## src/rtl/pipe_stage_reg.sv

```systemverilog
// Generic inter-stage pipeline register with valid/ready handshake, flush and
// an optional 2-entry skid buffer.
//
// Parameters:
//   DATA_W  payload width in bits
//   SKID    1: 2-entry skid buffer, in_ready_o depends on state only
//           0: single entry, in_ready_o also follows out_ready_i combinationally
//   BUBBLE  value presented on out_data_o whenever the stage is empty
//
// Ports:
//   clk_i        clock, all state updates on the rising edge
//   rst_ni       synchronous reset, active low
//   en_i         stage enable; low freezes state and blocks both handshakes
//   flush_i      discard held and incoming payload this cycle
//   in_valid_i   upstream has payload
//   in_ready_o   stage accepts payload this cycle
//   in_data_i    upstream payload
//   out_valid_o  stage presents valid payload
//   out_ready_i  downstream accepts payload
//   out_data_o   presented payload (BUBBLE when empty)
//   occupancy_o  entries held: 0, 1 or 2
module pipe_stage_reg #(
  parameter int unsigned       DATA_W = 96,
  parameter bit                SKID   = 1'b1,
  parameter logic [DATA_W-1:0] BUBBLE = '0
) (
  input  logic              clk_i,
  input  logic              rst_ni,
  input  logic              en_i,
  input  logic              flush_i,
  input  logic              in_valid_i,
  output logic              in_ready_o,
  input  logic [DATA_W-1:0] in_data_i,
  output logic              out_valid_o,
  input  logic              out_ready_i,
  output logic [DATA_W-1:0] out_data_o,
  output logic [1:0]        occupancy_o
);

  typedef enum logic [1:0] {
    StEmpty = 2'd0,
    StFull  = 2'd1,
    StSkidF = 2'd2
  } state_e;

  state_e            state_q, state_d;
  logic [DATA_W-1:0] main_q, main_d;
  logic [DATA_W-1:0] skid_q, skid_d;

  logic in_fire;
  logic out_fire;

  // Handshake outputs are gated by reset and enable so nothing transfers while
  // the stage is held in reset or frozen.
  always_comb begin
    if (SKID) begin
      in_ready_o = rst_ni & en_i & (state_q != StSkidF);
    end else begin
      in_ready_o = rst_ni & en_i & ((state_q == StEmpty) | out_ready_i);
    end
    out_valid_o = rst_ni & en_i & (state_q != StEmpty);
    out_data_o  = (!rst_ni || state_q == StEmpty) ? BUBBLE : main_q;
    unique case (state_q)
      StFull:  occupancy_o = rst_ni ? 2'd1 : 2'd0;
      StSkidF: occupancy_o = rst_ni ? 2'd2 : 2'd0;
      default: occupancy_o = 2'd0;
    endcase
  end

  assign in_fire  = in_valid_i & in_ready_o;
  assign out_fire = out_valid_o & out_ready_i;

  always_comb begin
    state_d = state_q;
    main_d  = main_q;
    skid_d  = skid_q;
    if (flush_i) begin
      // Flush wins over en_i; any payload offered this cycle is dropped.
      state_d = StEmpty;
      main_d  = BUBBLE;
      skid_d  = BUBBLE;
    end else if (en_i) begin
      unique case (state_q)
        StEmpty: begin
          if (in_fire) begin
            state_d = StFull;
            main_d  = in_data_i;
          end
        end
        StFull: begin
          if (in_fire && out_fire) begin
            main_d = in_data_i;
          end else if (in_fire && SKID) begin
            // Downstream stalled: park the new payload behind the head.
            state_d = StSkidF;
            skid_d  = in_data_i;
          end else if (out_fire) begin
            state_d = StEmpty;
            main_d  = BUBBLE;
          end
        end
        StSkidF: begin
          if (out_fire) begin
            state_d = StFull;
            main_d  = skid_q;
            skid_d  = BUBBLE;
          end
        end
        default: begin
          state_d = StEmpty;
          main_d  = BUBBLE;
          skid_d  = BUBBLE;
        end
      endcase
    end
  end

  always_ff @(posedge clk_i) begin
    if (!rst_ni) begin
      state_q <= StEmpty;
      main_q  <= BUBBLE;
      skid_q  <= BUBBLE;
    end else begin
      state_q <= state_d;
      main_q  <= main_d;
      skid_q  <= skid_d;
    end
  end

endmodule

```

## config.mk

```make
export PLATFORM = sky130hd
export DESIGN_NAME = pipe_stage_reg
export DESIGN_NICKNAME = d
export VERILOG_FILES = /design/src/rtl/pipe_stage_reg.sv
export SDC_FILE = /design/constraint.sdc
export NUM_CORES = 1
export LEC_CHECK = 0
export BUFFER_PORTS_ARGS = -buffer_cell sky130_fd_sc_hd__buf_2
export CAP_MARGIN = 20
export CELL_PAD_IN_SITES_DETAIL_PLACEMENT = 1
export CELL_PAD_IN_SITES_GLOBAL_PLACEMENT = 1
export CORE_MARGIN = 2
export CORE_UTILIZATION = 40
export DETAILED_ROUTE_END_ITERATION = 16
export PLACE_DENSITY = 0.79
export REMOVE_ABC_BUFFERS = 1
export SYNTH_ARGS = -nofsm -noshare
export SYNTH_HDL_FRONTEND = slang
export SYNTH_SLANG_ARGS = --single-unit
```

## constraint.sdc

```tcl
create_clock -name clk_i -period 2.7 [get_ports clk_i]
set_input_delay 0.135 -clock clk_i [delete_from_list [all_inputs] [get_ports clk_i]]
set_output_delay 0.135 -clock clk_i [all_outputs]
set_load 0.05 [all_outputs]
```

### Word-level counts from Yosys, hierarchy flattened

Cells that the tools add are included.

* register bits after elaboration: 194
* input port bits: 102
* output and inout port bits: 100
* word-level logic and storage cells: 47

* equal/unequal tests: 10
* mux-type cells: 18
* bitwise gates (word level): 7
* reduce and logical (&&, ||, !) cells: 9

Operators by type and width (number)
* $mux W96: 7
* $pmux W96 S3: 2
* $reduce_and A5 Y1: 3
* $mux W2: 6
* $ne A2 B2 Y1 const B: 5
* $ne A3 B3 Y1 const B: 3
* $pmux W2 S3: 1
* $and A1 B1 Y1: 5
* $pmux W2 S2: 1
* $eq A2 B1 Y1 const B: 1
* $eq A2 B2 Y1 const B: 1
* $logic_not A2 Y1: 1
* $not A1 Y1: 2
* $reduce_bool A2 Y1: 1
* $reduce_or A2 Y1: 1
* $logic_and A1 B1 Y1: 1
* $logic_not A1 Y1: 1
* $logic_or A1 B1 Y1: 1
* $mux W1: 1

### Longest topological paths before layout

Gate-level depths: netlist (run 1).

* depth in word-level cells: 7
* gate-level depth with buffers: 10
* mapped depth without buffers: 6

### Worst setup path before layout (run 1)

No wires, ideal clock.

* path kind: flip-flop to output port
* start: register state_q[0]
* end: output port in_ready_o
* data arrival time: 2398 ps
* required time: 2565 ps
* path slack: 167 ps
* cell stages (with the launch flop): 7
* buffers on the path: 3
* cells stage by stage: dfxtp_1 -> inv_1 -> ha_1 -> clkbuf_1 -> clkbuf_1 -> clkbuf_1 -> nor3b_1

* word-level cells in the longest chain between the ends: 2

RTL lines
* from (decl): line 46 `state_e state_q, state_d;`
* from (signal assigned): line 120 `state_q <= StEmpty;`
* from (signal assigned): line 124 `state_q <= state_d;`
* $ne A2 B2 Y1: line 57 `in_ready_o = rst_ni & en_i & (state_q != StSkidF);`
* $and A1 B1 Y1: line 57
* to (decl): line 32 `output logic in_ready_o,`

No other way between the ends.

### Worst setup path in the final report (run 1)

* start: register state_q[1]
* end: output port out_data_o[67]

* word-level cells in the longest chain between the ends: 3

RTL lines
* $logic_not A2 Y1: line 62 `out_data_o = (!rst_ni || state_q == StEmpty) ? BUBBLE : main_q;`
* $logic_or A1 B1 Y1: line 62
* $mux W96: line 62
* to (decl): line 36 `output logic [DATA_W-1:0] out_data_o,`

No other way between the ends.

==> summary.md, run 1 <==
| Metric | Value |
|---|---|
| Leak | about 4.4 nW |
| Filler Cell Count | 2382 |
| RSZ-0062 raised after global routing | false |
| Synth top area cells | dfxtp_1 (46%), o2bb2ai_1 (10%), a22oi_1 (8.6%) |
| Final Non-Filler Cells | 1424 |
| Clock net sink count | 194 |
| Initial Utilization | about two fifths |
| Max Root-Sink Buffers | 2 |
| Final setup viols | 0 |
| WL final | 29.0 mm |
| P&R area growth vs syn | 32.1% |
| Fin. Hold Viols | 0 |
| Via count | about 8500 |
| Area leader, netlist | dfxtp_1 |
| Wire length on met2 | roughly 15 mm |
| Setup Crit Path Kind | flop to output pin |
| CTS tree | yes |
| Final ANT Viol Nets | 0 |
| Cell row count | 53 |
| Final WS setup | between 0.15 and 0.2 ns |
| Synth Area in XOR/XNOR | less than 1% |
| Starting DRT DRC Count | 547 |
| Chip Height | ~150 µm |
| First-pass GRT wire length | between 40 and 50 mm |
| Seq/Total Area, Yosys | 46.1% |
| Crit share post-route | around 94% |
| Layout cells sized above 1 | 23.8% |
| Min-delay worst type | primary input to flop |
| Clock skew | 0.0196 ns |
| Placed Cells | between 1000 and 1500 |
| Worst slew margin | ~27% |
| DP HPWL | 16.3 mm |
| Crit path arrival time | ~2.4 ns |
| Placer Congestion | 0.731 |
| Most frequent cell after synthesis | dfxtp_1 |
| Max Cap Viol | 0 |
| Pre-CTS setup slack | ~0.29 ns |
| # DRC | 0 |
| Worst Path Required | 2.57 ns |
| Peak supply drop | approximately 400 µV |
| Total congestion overflow | 0 |
| Synth Instances | 927 |
| Synthesized-area fraction occupied by adder cells | less than 1% |
| Top Metal Used | met4 |
| H-tree levels | 4 |
| Clk slew on worst S/H paths | 0.07 ns |
| TritonCTS buffer count | 17 |
| Number of synthesized register bits | 194 |
| Yosys Warn Count | 0 |
| Post-layout util | 53.4% |
| Die width | roughly 150 µm |
| Post-synthesis compound-gate area fraction | 30.8% |
| Achievable Freq | 0.394 GHz |
| WL met1 | 12.6 mm |
| Vias/cell | a little under 6 |
| Crit end category | output pin |
| Count of final max-slew check failures | 0 |
| Ant diodes | 0 |
| Share of the synthesized area in the top cell type | 46.1% |
| Vias in the first global route | 8520 |
| Setup TNS | 0 ns |
| Measured slew at the worst slew-check pin | 1.09 ns |
| Async SR Flop Fraction | 0% |
| Crit path time final | around 2.5 ns |
| Clk Latency, worst-skew pair | 0.44 ns |
| Largest net degree at the start of global routing | 97 |
| Pwr dens | 540 mW/mm² |
| Outcome | finished, final reports clean |
| Combinational family with the most area after synthesis | compound AO/OA/AOI/OAI gates |
| Crit path launch type | flop |
| Initial antenna violation count | 0 |
| Number of synthesized flops with an enable pin | 0 |
| Top-Level Pins | 202 |
| WL/cell | between 20 and 25 µm |
| Mux cell area share after synthesis | 0.134% |
| Top cells by count, synth | dfxtp_1 (194), and2_1 (98), a21oi_1 (97) |
| Area after DPL | roughly 0.0097 mm² |
| Die Footprint | roughly 0.022 mm² |
| Synth Area in Simple Gates | ~16% |
| Design area | 0.0111 mm² |
| Distinct cells, synth | 38 |
| Critical path peak fanout | 45 |
| Mapped Area | 0.00843 mm² |
| Final nets | 1242 |
| Tot GR Track Use | approximately 26% |
| Syn_area_per_cell | 9.09 µm² |
| Root Buffer | clkbuf_16 |
| Input/output buffers | around 200 |
| Ys flop type | dfxtp_1 |
| WL met3 | between 1 and 1.5 mm |
| Std-Cell Core Area | about 0.021 mm² |
| First-pass detailed-route iteration total | 5 |
cells in the final DEF, fill, tap and decap left out, drive strengths merged, types with 2 or more instances in the layout:
master / synthesis / routed
buf: 45 / 226
dfxtp: 194 / 194
and2: 98 / 98
o21ai: 98 / 98
a21oi: 97 / 97
nand4: 97 / 97
a22oi: 96 / 96
o2bb2ai: 96 / 96
dlygate4sd3: 0 / 82
clkbuf: 73 / 18
inv: 4 / 9
clkinv: 0 / 5
nor2: 4 / 4
ha: 4 / 4
clkinvlp: 0 / 3
nand2: 2 / 2
a31oi: 2 / 2
and3: 2 / 2
stage by stage:
step           total power, mW  hold slack [ns]
3_3_place_gp              3.38            0.416
2_1_floorplan             3.15            0.289
6_report                  6.01           0.0108
5_1_grt                   6.23          0.00955
3_5_place_dp              3.38            0.435
4_1_cts                   6.06         0.000245
layout make-up:
cell class	count	area (µm²)	area share, %
clock buffer	18	439	3.95
clock inverter	14	173	1.55
inverter	4	15.0	0.135
multi-input combinational	611	4110	36.9
sequential	194	3880	34.9
tap	275	344	3.09
timing repair buffer	308	2160	19.5
cell families after synthesis:
kind of cell | count (synthesis)
AOI/OAI and AO/OA | 393
xor gates and xnor gates | 1
and+or+nand+nor | 211
adders and majority gates | 5
muxes | 1
DFF | 194
buffers and inverters | 122
where the power goes:
group | total [mW] | switching (mW) | internal, mW
Sequential | 2.90 | 0.0145 | 2.88
Clock | 2.59 | 1.24 | 1.35
Combinational | 0.524 | 0.301 | 0.223
Total | 6.01 | 1.55 | 4.46
registers in the layout, summed over array words and instances, names as in the netlist:
name     flops
skid_q      96
state_q      2
main_q      96
layer usage:
metal | up-vias | GRT usage, %
met5 | - | 0
met4 | 0 | 8.24
met3 | 44 | 4.19
met2 | 271 | 45.0
met1 | 4209 | 32.4
li1 | 3930 | -
what timing repair did:
item,in CTS,in global routing
gates resized for setup,0,0
hold endpoints to repair,102,0
endpoints found under the setup margin,85,0
hold buffers,82,0
setup buffers,3,0
worst paths after layout:
kind	startpoint	endpoint	slack (ns)	cells after the start
worst max-delay path	state_q[1]	out_data_o[67]	0.16	7
worst min-delay path	in_data_i[94]	main_q[94]	0.01	3
worst max register to register	state_q[1]	skid_q[40]	0.21	5
worst min register to register	main_q[89]	main_q[89]	0.46	1
worst max-delay path: stages (launching register included):
cell and delay (ns):
dfxtp_1 0.46, inv_1 0.15, ha_1 0.37, nor2b_4 0.18, buf_12 0.13, buf_12 0.20, and2_1 0.18, buf_2 0.29
Note: power is estimated with default switching activity, not from simulation.
==> run 2: changes to the inputs <==
--- a/config.mk
+++ b/config.mk
@@ -9,10 +9,10 @@
 export CAP_MARGIN = 20
 export CELL_PAD_IN_SITES_DETAIL_PLACEMENT = 1
 export CELL_PAD_IN_SITES_GLOBAL_PLACEMENT = 1
-export CORE_MARGIN = 2
 export CORE_UTILIZATION = 40
 export DETAILED_ROUTE_END_ITERATION = 16
 export PLACE_DENSITY = 0.79
+export RECOVER_POWER = 50
 export REMOVE_ABC_BUFFERS = 1
 export SYNTH_ARGS = -nofsm -noshare
 export SYNTH_HDL_FRONTEND = slang
==> run 2 against run 1 <==
Against the previous run: via count is 1.7% lower; combinational power down 5.3%; sequential cell count did not move; fmax up 0.50%; routed wire length shrank 2.6%; die area is 2.7% lower; sequential power about the same; core utilization is 0.22 points lower; first-iteration DRC count down 0.37%; critical path type is now flop to flop; largest cell class unchanged; highest routed layer unchanged.
==> summary.md, run 2 (same netlist as run 1, synthesis figures left out) <==
| Metric | Value |
|---|---|
| Final setup viols | 0 |
| Peak supply drop | about 390 µV |
| WL/cell | 20.2 µm |
| Slowest library cell on the worst path | dfxtp_1 |
| Die Footprint | 0.0216 mm² |
| Crit path time final | 2.52 ns |
| Input/output buffers | approximately 200 |
| Crit end category | flop |
| Pre-CTS setup slack | 0.312 ns |
| DP HPWL | around 16 mm |
| Cell Chain, Critical Path | inv_1 > ha_1 > nand4b_1 > and3_4 > clkbuf_4 > nand4_1 > a21oi_1 |
| Buf/Inv on CP | 2 |
| Clock net sink count | slightly below 200 |
| Largest net degree at the start of global routing | 97 |
| # DRC | 0 |
| First-pass GRT wire length | 45.6 mm |
| Leak | 4.25 nW |
| Outcome | finished, final reports clean |
| Std-Cell Core Area | 0.0204 mm² |
| Crit path arrival time | about 2.8 ns |
| WHS | 0.0163 ns |
| RSZ-0062 raised after global routing | false |
| Clk Latency, worst-skew pair | 0.43 ns |
| CP delay by family, top | simple AND/OR/NAND/NOR gates |
| P&R area growth vs syn | 29.0% |
| Max Cap Viol | 0 |
| Vias in the first global route | 8624 |
| Achievable Freq | about 0.40 GHz |
| Clk slew on worst S/H paths | 0.07 ns |
| Count of final max-slew check failures | 0 |
| Die width | ~150 µm |
| Initial Utilization | a little over 40% |
| Worst slew margin | ~29% |
| Clock skew | 0.0118 ns |
| Crit share post-route | 93.5% |
| H-tree levels | 4 |
| Final WS setup | 0.176 ns |
| Commonest non-fill, non-tap cell in the layout | buf_2 |
| Tot GR Track Use | 25.9% |
| Critical path peak fanout | 40 |
| Max incr delay on CP | approximately 0.45 ns |
| Total congestion overflow | 0 |
| Worst Path Required | 2.98 ns |
| Final ANT Viol Nets | 0 |
| Starting DRT DRC Count | approximately 550 |
| WL final | 28.2 mm |
| Crit path launch type | flop |
| Cell row count | 52 |
| TritonCTS buffer count | 17 |
| Setup Crit Path Kind | flop to flop |
| Pwr dens | around 550 mW/mm² |
| Postcts setup bufs | 0 |
| Measured slew at the worst slew-check pin | 1.07 ns |
| Root Buffer | clkbuf_16 |
| Placer Congestion | 0.742 |
| Max Root-Sink Buffers | 2 |
| Initial antenna violation count | 1 |
| Vias/cell | slightly below 6 |
| Min-delay worst type | primary input to flop |
| Via count | 8311 |
| Top-Level Pins | 202 |
| CTS tree | yes |
| First-pass detailed-route iteration total | 5 |
| Fin. Hold Viols | 0 |
| Final nets | 1221 |
| Chip Height | roughly 150 µm |
| Layout cells sized above 1 | 23.6% |
| Most frequent cells in the layout | buf_2 (198), dfxtp_1 (194), and2_1 (98) |
| Largest regs | main_q x96, skid_q x96, state_q x2 |
[run 2: worst paths after layout]
check | cells past startpoint | slack, ns | start | to
hold reg to reg | 1 | 0.46 | main_q[81] | main_q[81]
setup reg to reg | 7 | 0.18 | state_q[1] | skid_q[62]
setup / recovery | 7 | 0.18 | state_q[1] | skid_q[62]
hold / removal | 3 | 0.02 | in_data_i[39] | skid_q[39]
[run 2: power breakdown]
group          switching, mW  internal, mW  leakage [nW]
Clock                   1.25          1.32         0.291
Sequential            0.0141          2.88          1.56
Combinational          0.292         0.203          2.39
Total                   1.55          4.41          4.25
[run 2: final cells by class]
class	instances	area, µm²
sequential	194	3880
fill	2348	9560
clock buffer	17	425
timing repair buffer	287	1950
clock inverter	15	171
antenna	2	5.00
multi-input combinational	611	4090
inverter	4	15.0
tap	270	338
[run 2: worst register-to-register path: cells and delay by family, from the launching register on]
| family | cells | cell delay, ns |
|---|---|---|
| AND/OR/NAND/NOR | 3 | 1.03 |
| buffers and inverters | 2 | 0.47 |
| flip-flops | 1 | 0.45 |
| adder cells (fa/ha/maj) | 1 | 0.36 |
| AO/OA/AOI/OAI | 1 | 0.08 |
[run 2: layer usage]
metal | track usage (%) | part of all wire, %
met1 | 32.4 | 44
met2 | 45.7 | 50
met3 | 3.51 | 4.2
met4 | 8.71 | 1.9
met5 | 0 | 0
[run 2: metrics by stage]
step	util, %	power [mW]	TNS, ns	instance area, µm²	cells
2_1_floorplan	-	3.15	-532.86	7920	809
3_3_place_gp	47.3	3.38	0	9660	1301
3_5_place_dp	47.3	3.38	0	9660	1301
4_1_cts	53.4	6.02	0	10900	1398
5_1_grt	53.2	6.18	0	10900	1399
6_report	53.2	5.97	0	10900	1400
[run 2: what timing repair did]
action	CTS	global route
gates resized for setup	0	1
hold endpoints to repair	66	0
hold buffers	65	0
endpoints found under the setup margin	0	1
==> run 3: changes to the inputs <==
--- a/config.mk
+++ b/config.mk
@@ -9,9 +9,9 @@
 export CAP_MARGIN = 20
 export CELL_PAD_IN_SITES_DETAIL_PLACEMENT = 1
 export CELL_PAD_IN_SITES_GLOBAL_PLACEMENT = 1
-export CORE_UTILIZATION = 40
+export CORE_UTILIZATION = 30
 export DETAILED_ROUTE_END_ITERATION = 16
-export PLACE_DENSITY = 0.79
+export PLACE_DENSITY = 0.62
 export RECOVER_POWER = 50
 export REMOVE_ABC_BUFFERS = 1
 export SYNTH_ARGS = -nofsm -noshare
==> run 3 against run 2 <==
Against the previous run: via count is 0.22% lower; core utilization is 12 points lower; clock power rose by 4%; critical path type unchanged; clock-buffer cell count stayed put; design area increased by 3.8%; routed wire length up 3.9%.
==> summary.md, run 3 (same netlist as run 1, synthesis figures left out) <==
| Metric | Value |
|---|---|
| Worst reg-to-reg setup slack | 0.20 ns |
| Worst Path Required | 3.05 ns |
| Clock net sink count | 194 |
| Pre-CTS setup slack | approximately 0.27 ns |
| Top-Level Pins | 202 |
| Ant diodes | 0 |
| First-pass GRT wire length | about 47 mm |
| Count of final max-slew check failures | 0 |
| Std-Cell Core Area | between 0.02 and 0.03 mm² |
| WL/cell | 19.2 µm |
| Pwr dens | 540 mW/mm² |
| Worst Hold End | skid_q[78] |
| Total congestion overflow | 0 |
| Commonest non-fill, non-tap cell in the layout | buf_2 |
| # DRC | 0 |
| RR Startpoint | state_q[1] |
| Setup Crit Path Kind | flop to flop |
| Cell row count | 60 |
| Max incr delay on CP | 0.46 ns |
| First-pass detailed-route iteration total | 5 |
| Final Non-Filler Cells | 1530 |
| Initial antenna violation count | 0 |
| Worst slew margin | 30.4% |
| Placed Cells | 1406 |
| Vias in the first global route | 8631 |
| Input/output buffers | about 200 |
| Fin. Hold Viols | 0 |
| Vias/cell | between 5 and 6 |
| Slowest library cell on the worst path | dfxtp_1 |
| Max Cap Viol | 0 |
| Measured slew at the worst slew-check pin | between 1 and 1.5 ns |
| Clk slew on worst S/H paths | 0.08 ns |
| TritonCTS buffer count | 17 |
| DP HPWL | around 17 mm |
| Clk Latency, worst-skew pair | 0.44 ns |
| H-tree levels | 4 |
| Die width | 170 µm |
| WL met3 | 1.02 mm |
| Layout cells sized above 1 | 23.1% |
| Placer Congestion | 0.724 |
| CTS tree | yes |
| Leak | approximately 4.4 nW |
| Hold Path Cell Cnt | 3 |
| Die Footprint | about 0.029 mm² |
| P&R area growth vs syn | 34.0% |
| Clock skew | 0.00934 ns |
| WL final | 29.3 mm |
| Tot GR Track Use | 20.5% |
| Area after DPL | 0.00981 mm² |
| WL met1 | 13.9 mm |
| CP delay by family, top | compound AO/OA/AOI/OAI gates |
| Root Buffer | clkbuf_16 |
| Max Root-Sink Buffers | 2 |
| Starting DRT DRC Count | 445 |
| Most frequent cells in the layout | buf_2 (199), dfxtp_1 (194), and2_1 (98) |
| Crit path arrival time | 2.85 ns |
| Largest regs | main_q x96, skid_q x96, state_q x2 |
| Achievable Freq | 0.400 GHz |
| Largest net degree at the start of global routing | 97 |
| Outcome | finished, final reports clean |
| Crit end category | flop |
| Chip Height | 170 µm |
| Top Metal Used | met4 |
| Crit path launch type | flop |
| Final nets | 1251 |
| Min-delay worst type | primary input to flop |
| Peak supply drop | 268 µV |
| Final setup viols | 0 |
| Final WS setup | 0.202 ns |
| Post-layout util | 41.4% |
| Critical path peak fanout | 43 |
| Worst hold start | in_data_i[78] |
| R2r endpoint | skid_q[86] |
| Crit path time final | around 2.5 ns |
| Initial Utilization | 30.9% |
| Crit share post-route | between 90% and 100% |
| Via count | 8293 |
| Wire length on met2 | between 10 and 15 mm |
| Design area | around 0.011 mm² |
| RSZ-0062 raised after global routing | false |
| Buf/Inv on CP | 2 |
| FF-to-FF path depth | 7 |
| WHS | 0.0205 ns |
| Final ANT Viol Nets | 0 |
| Cell Chain, Critical Path | inv_1 > ha_1 > nand4b_1 > a31oi_4 > buf_6 > o21ai_0 > a21oi_1 |
[run 3: changes by cell type in the layout (fill, tap and decap cells not counted), moves of 2 or more]
cell	change
o21ai_1	-9
clkinv_2	-2
buf_4	+4
o21ai_0	+9
dlygate4sd3_1	+26
diode_2	-2
inv_8	+4
clkbuf_2	-2
[run 3: worst max-delay path by stage]
stage | start | to | slack, ns | cells after the start
2_1_floorplan | state_q[0] | main_q[0] | -2.47 | 6
3_3_place_gp | state_q[0] | skid_q[22] | 0.37 | 5
3_5_place_dp | state_q[0] | skid_q[44] | 0.27 | 6
4_1_cts | state_q[0] | out_data_o[24] | 0.12 | 6
5_1_grt | state_q[1] | main_q[35] | 0.04 | 7
6_report | state_q[1] | skid_q[86] | 0.20 | 7
[run 3: what timing repair did]
item | 4_1_cts | 5_1_grt
buffers inserted | 0 | 0
hold endpoints to repair | 104 | 0
gates resized for setup | 0 | 1
hold buffers | 91 | 0
endpoints found under the setup margin | 0 | 2
[run 3: cell type report]
class | instances | area [µm²]
clock buffer | 17 | 425
clock inverter | 15 | 181
fill | 3177 | 16000
inverter | 4 | 15.0
multi-input combinational | 611 | 4070
sequential | 194 | 3880
tap | 372 | 465
timing repair buffer | 317 | 2250
[run 3: worst min-delay path: cells and delay by family]
family,cells,cell delay (ns)
buf+inv,1,0.12
simple gates,1,0.08
compound gates,1,0.06
[run 3: through the flow]
step / TNS, ns / total power [mW]
2_1_floorplan: -532.86 / 3.15
3_3_place_gp: 0 / 3.40
3_5_place_dp: 0 / 3.40
4_1_cts: 0 / 6.17
5_1_grt: 0 / 6.32
6_report: 0 / 6.09
[run 3: layer usage]
| layer | GRT usage, % | up-vias |
|---|---|---|
| met2 | 36.0 | 199 |
| met1 | 26.5 | 4123 |
| met5 | 0 | - |
| li1 | - | 3949 |
| met4 | 4.50 | 0 |
| met3 | 2.85 | 22 |
[run 3: power by group]
part	total [mW]	switching (mW)	internal (mW)	leakage [nW]
Combinational	0.530	0.301	0.229	2.52
Clock	2.66	1.32	1.34	0.296
Sequential	2.90	0.0139	2.88	1.56
